[config.mk]
export PLATFORM = sky130hd
export DESIGN_NAME = int_ctrl
export DESIGN_NICKNAME = d
export VERILOG_FILES = /design/src/rtl/int_ctrl_pkg.sv /design/src/rtl/int_prio_enc.sv /design/src/rtl/int_ctrl.sv
export SDC_FILE = /design/constraint.sdc
export NUM_CORES = 1
export LEC_CHECK = 0
export CAP_MARGIN = 20
export CORE_ASPECT_RATIO = 0.8
export CORE_MARGIN = 1
export CORE_UTILIZATION = 40
export CTS_BUF_LIST = sky130_fd_sc_hd__clkbuf_2 sky130_fd_sc_hd__clkbuf_4 sky130_fd_sc_hd__clkbuf_8
export CTS_CLUSTER_SIZE = 10
export DETAILED_ROUTE_END_ITERATION = 10
export GPL_ROUTABILITY_DRIVEN = 0
export PLACE_DENSITY = 0.81
export SLEW_MARGIN = 15
export SYNTH_ARGS = -nofsm -noshare
export SYNTH_HDL_FRONTEND = slang
export SYNTH_SLANG_ARGS = --single-unit
[constraint.sdc]
create_clock -name clk -period 2.9 [get_ports clk]
set_input_delay 0.58 -clock clk [delete_from_list [all_inputs] [get_ports clk]]
set_output_delay 0.58 -clock clk [all_outputs]
set_load 0.05 [all_outputs]
[src/rtl/int_ctrl_pkg.sv]
// rtl/int_ctrl_pkg.sv - shared 8051 defines: opcodes, interrupt sources, vectors, states
package int_ctrl_pkg;

  // Opcode constants used around the interrupt path
  localparam logic [7:0] OP_LCALL = 8'h12;
  localparam logic [7:0] OP_RETI  = 8'h32;

  // Interrupt source indices, in fixed priority order within a level
  localparam logic [2:0] SRC_IE0 = 3'd0;
  localparam logic [2:0] SRC_TF0 = 3'd1;
  localparam logic [2:0] SRC_IE1 = 3'd2;
  localparam logic [2:0] SRC_TF1 = 3'd3;
  localparam logic [2:0] SRC_SER = 3'd4;

  // Vector spacing between consecutive sources
  localparam int VEC_SHIFT = 3;

  typedef enum logic [1:0] {
    ST_IDLE = 2'd0,
    ST_VEC  = 2'd1,
    ST_HOLD = 2'd2
  } int_state_t;

  // Vector low byte for a source: base + 8*idx
  function automatic logic [7:0] vec_of(input logic [7:0] base, input logic [2:0] idx);
    return base + (8'(idx) << VEC_SHIFT);
  endfunction

  // Flag-clear mask: timers always, externals only when edge-triggered, serial never
  function automatic logic [3:0] clr_of(input logic [2:0] idx, input logic [1:0] it);
    case (idx)
      SRC_IE0: return {3'b000, it[0]};
      SRC_TF0: return 4'b0010;
      SRC_IE1: return {1'b0, it[1], 2'b00};
      SRC_TF1: return 4'b1000;
      default: return 4'b0000;
    endcase
  endfunction

endpackage

[src/rtl/int_prio_enc.sv]
// rtl/int_prio_enc.sv - 5-bit fixed-priority encoder, bit 0 highest
module int_prio_enc (
  input  logic [4:0] req,
  output logic       valid,
  output logic [2:0] idx
);

  // Scan from lowest priority upward so the lowest set index wins
  always_comb begin
    valid = |req;
    idx   = 3'd0;
    for (int i = 4; i >= 0; i--) begin
      if (req[i]) idx = 3'(i);
    end
  end

endmodule

[src/rtl/int_ctrl.sv]
// rtl/int_ctrl.sv - 8051-style two-level interrupt controller
module int_ctrl
  import int_ctrl_pkg::*;
#(
  parameter logic [7:0] VEC_BASE = 8'h03
) (
  input  logic       clk,
  input  logic       rst,
  input  logic       rd,
  input  logic [4:0] src,
  input  logic [7:0] ie,
  input  logic [4:0] ip,
  input  logic [1:0] it,
  input  logic       reti,
  output logic       int_req,
  output logic [7:0] int_v,
  output logic [3:0] clr,
  output logic [1:0] isr_act
);

  int_state_t state;
  logic [4:0] pend;
  logic [4:0] hi_req;
  logic [4:0] lo_req;
  logic       hi_valid;
  logic       lo_valid;
  logic [2:0] hi_idx;
  logic [2:0] lo_idx;
  logic       sel_valid;
  logic [2:0] sel_idx;
  logic [1:0] act_post;
  logic       ie_unused;

  assign ie_unused = ^ie[6:5];

  // Eligibility per level, gated by the in-service state seen this cycle
  always_comb begin
    pend   = src & ie[4:0] & {5{ie[7]}};
    hi_req = isr_act[1] ? 5'b00000 : (pend & ip);
    lo_req = (isr_act == 2'b00) ? (pend & ~ip) : 5'b00000;
  end

  int_prio_enc u_enc_hi (
    .req   (hi_req),
    .valid (hi_valid),
    .idx   (hi_idx)
  );

  int_prio_enc u_enc_lo (
    .req   (lo_req),
    .valid (lo_valid),
    .idx   (lo_idx)
  );

  // High level wins over low; reti retires the highest active level first
  always_comb begin
    sel_valid = hi_valid | lo_valid;
    sel_idx   = hi_valid ? hi_idx : lo_idx;
    act_post  = isr_act;
    if (reti) begin
      if (isr_act[1]) act_post[1] = 1'b0;
      else            act_post[0] = 1'b0;
    end
  end

  // Request FSM: IDLE -> VEC (int pulse) -> HOLD (LCALL in flight) -> IDLE
  always_ff @(posedge clk) begin
    if (rst) begin
      state   <= ST_IDLE;
      int_req <= 1'b0;
      int_v   <= 8'h00;
      clr     <= 4'b0000;
      isr_act <= 2'b00;
    end else begin
      int_req <= 1'b0;
      clr     <= 4'b0000;
      isr_act <= act_post;
      case (state)
        ST_IDLE: begin
          if (rd && sel_valid) begin
            state   <= ST_VEC;
            int_req <= 1'b1;
            int_v   <= vec_of(VEC_BASE, sel_idx);
            clr     <= clr_of(sel_idx, it);
            if (hi_valid) isr_act <= act_post | 2'b10;
            else          isr_act <= act_post | 2'b01;
          end
        end
        ST_VEC:  state <= ST_HOLD;
        default: state <= ST_IDLE;
      endcase
    end
  end

endmodule
==> impl_results.md <==
* Clock Tree Buf Depth at 2
* Synth-to-Final Area Change at 46.5%
* Fin crit share at 0.818
* Die width at ~51 µm
* Place WS at 0.276 ns
* Synth area leader: dfxtp_1
* Slew at the pin closest to its max-slew limit at approximately 0.51 ns
* Die H at 41.4 µm
* Post-route ant nets at 0
* RSZ-0062 raised after global routing: no
* Reg2Reg Depth at 5
* 1st-iter DRT viols at 15
* Clock Skews at 0.00406 ns
* Vias per cell at between 5 and 6
* Post-synth top area share at 0.335
* Max frequency at 422 MHz
* Asr flop ratio synth at 0
* Post-CTS sizing at 0
* Most frequent cells in the layout: 33 x clkdlybuf4s50_1, 13 x dfxtp_1, 8 x nor2_1
* Worst setup EP type: register
* Global-route wire length before repair at 2860 µm
* Diodes inserted at 0
* Final nets at about 150
* Net switching power of the design at 0.000138 W
* PD cells at 398 nW/µm²
* Critical Path RT at 3.09 ns
* Setup violators final at 0
* Hold path start: state[1]$_SDFFE_PP0P_
* FF-to-FF setup slack at around 1.1 ns
* Overall power at 0.000453 W
* Vias in the first global route at a little under 700
* DRT Pass-1 Iters at 4
* Starting Density at 0.451
* Top cells by area, synth: dfxtp_1 33%, buf_4 4.8%, nor2_1 3.9%, inv_1 3.4%, o32ai_1 3.4%
* Register area share after synthesis at 0.335
* Total GRT Usage at 0.174
* Pins Over Slew Limit at 0
* CP Max Fanout at 9
* Largest net degree at the start of global routing at 11
* Die footprint at 2120 µm²
* Cell total after placement at 138
* Top FF cell, synth: dfxtp_1
* Dpl hpwl at 1430 µm
* CTS Buf Count at 3
* Via Count at 767
* Row count at 13
* Initial antenna violation count at 0
* Worst Setup Slack, final at approximately 0.53 ns
* Drt total wl at 1710 µm
* Reg power frac at 0.424
* RR Startpoint: isr_act[1]$_SDFF_PP0_
* CTS clk-pin slew, worst paths at 0.07 ns
* Post-Layout Cell Count at 142
* Setup TNS at 0 ns
* Root Buffer: clkbuf_4
* Yosys warning count at 0
* Switching share of power at 0.305
* Comb power frac at 0.323
* Clock Sinks at 13
* Clock network fraction of design power at 0.253
* Total congestion overflow at 0
* R2R Path End: clr[2]$_SDFF_PP0_
* WHS Endpoint: state[1]$_SDFFE_PP0P_
* Slew HR at 0.662
* Seq cells post-synth at 13
* Cts hold-fix bufs at 0
* Max_cap viols at 0
* Final Hold Vio Count at 0
* Wirelength per Cell at 12.0 µm
* Hold WC Path Type: register to register
* CTS tree: built
* Core area at 1720 µm²
* Outcome: finished clean
* Power Internal at 0.000315 W
* Hold depth at 1
* Distinct cells, synth at 39
* Synth Cell Area at 777 µm²
* Number of synthesized flops with an enable pin at 0
* Cells after Synth at between 80 and 90
* Port Buffers at 33
* WP data arrival at 2.56 ns
* Ports at 39
* Leak at 0.426 nW
* Period minus WS final at about 2.4 ns
* Share of layout cells above drive strength 1 at 0.125
* Kind of critical path: primary input to register
* Post-CTS Setup Inserts at 0
* Post-route DRC at 0
* CTS H-tree depth at 1
* Max VDD drop at 0.254 mV
* Worst skew pair latency at 0.27 ns
* Syn_area_per_cell at 9.03 µm²
* Most common cell after layout, fill and taps aside: clkdlybuf4s50_1
* Crit start category: primary input
==> final cells by class <==
| type | instances | area, µm² |
|---|---|---|
| inverters | 7 | 26.3 |
| repair buffers | 34 | 338 |
| fillers | 160 | 586 |
| flip-flops and latches | 13 | 260 |
| well taps | 22 | 27.5 |
| clock buffers | 4 | 30.0 |
| multi-input cells | 62 | 457 |
==> synth_stat cells, types with 2 or more instances <==
cell / count
dfxtp_1: 13
a211oi_1: 2
nand3b_1: 3
or3b_1: 2
o21ai_0: 2
and3b_2: 2
nor2_1: 8
buf_4: 5
nand3_1: 2
nand2_1: 4
o32ai_1: 3
inv_1: 7
nor3b_1: 3
nor3_1: 3
nand4b_1: 2
nand2b_1: 2
==> worst max-delay path by stage <==
stage / start / endpoint / slack (ns)
final: ie[7] / clr[2]$_SDFF_PP0_ / 0.53
after global routing: ie[7] / clr[2]$_SDFF_PP0_ / 0.41
after CTS: ie[7] / clr[2]$_SDFF_PP0_ / 0.56
after detailed placement: ie[7] / clr[2]$_SDFF_PP0_ / 0.28
after global placement: ie[7] / clr[2]$_SDFF_PP0_ / 0.28
after floorplan: isr_act[1]$_SDFF_PP0_ / int_v[3]$_SDFFE_PP0P_ / 0.95
==> flip-flops by register name, summed over array words and instances (netlist names) <==
name / flops
clr: 4
state: 2
int_req: 1
isr_act: 2
int_v: 4
==> layer usage <==
layer  global-route usage  share of wire  vias to the layer above
li1                     -              -                      386
met1                0.208           0.46                      353
met2                0.305           0.48                       28
met3               0.0659          0.060                        0
met4               0.0162              0                        0
met5                    0              0                        -
==> power groups by stage <==
| stage | Clock, W | Sequential [W] | Combinational, W |
|---|---|---|---|
| floorplan | 0 | 0.000218 | 0.0000737 |
| global placement | 0 | 0.000196 | 0.000143 |
| detailed placement | 0 | 0.000196 | 0.000146 |
| CTS | 0.000120 | 0.000192 | 0.000147 |
| global route | 0.000130 | 0.000193 | 0.000157 |
| finish | 0.000115 | 0.000192 | 0.000146 |
==> kinds of logic (layout without fill, tap and decap cells) <==
kind of cell	after synthesis	after routing	synth area share
buf+inv	13	45	0.0870
simple gates	37	37	0.330
other cells	1	3	0.00483
compound gates	22	22	0.243
flops	13	13	0.335
==> critical path: stages <==
cell	delay, ns
clkdlybuf4s50_1	0.63
nand2b_1	0.17
or3b_4	0.45
a31o_1	0.24
a41oi_2	0.26
nor4b_4	0.22
==> per-stage QoR <==
step                area (µm²)   util  hold slack (ns)
global placement          1110  0.643            0.408
global route              1140  0.660            0.452
detailed placement        1110  0.643            0.422
CTS                       1140  0.660            0.432
finish                    1140  0.660            0.427
floorplan                  785      -            0.399
No activity file was read; power rests on OpenSTA's default activity.
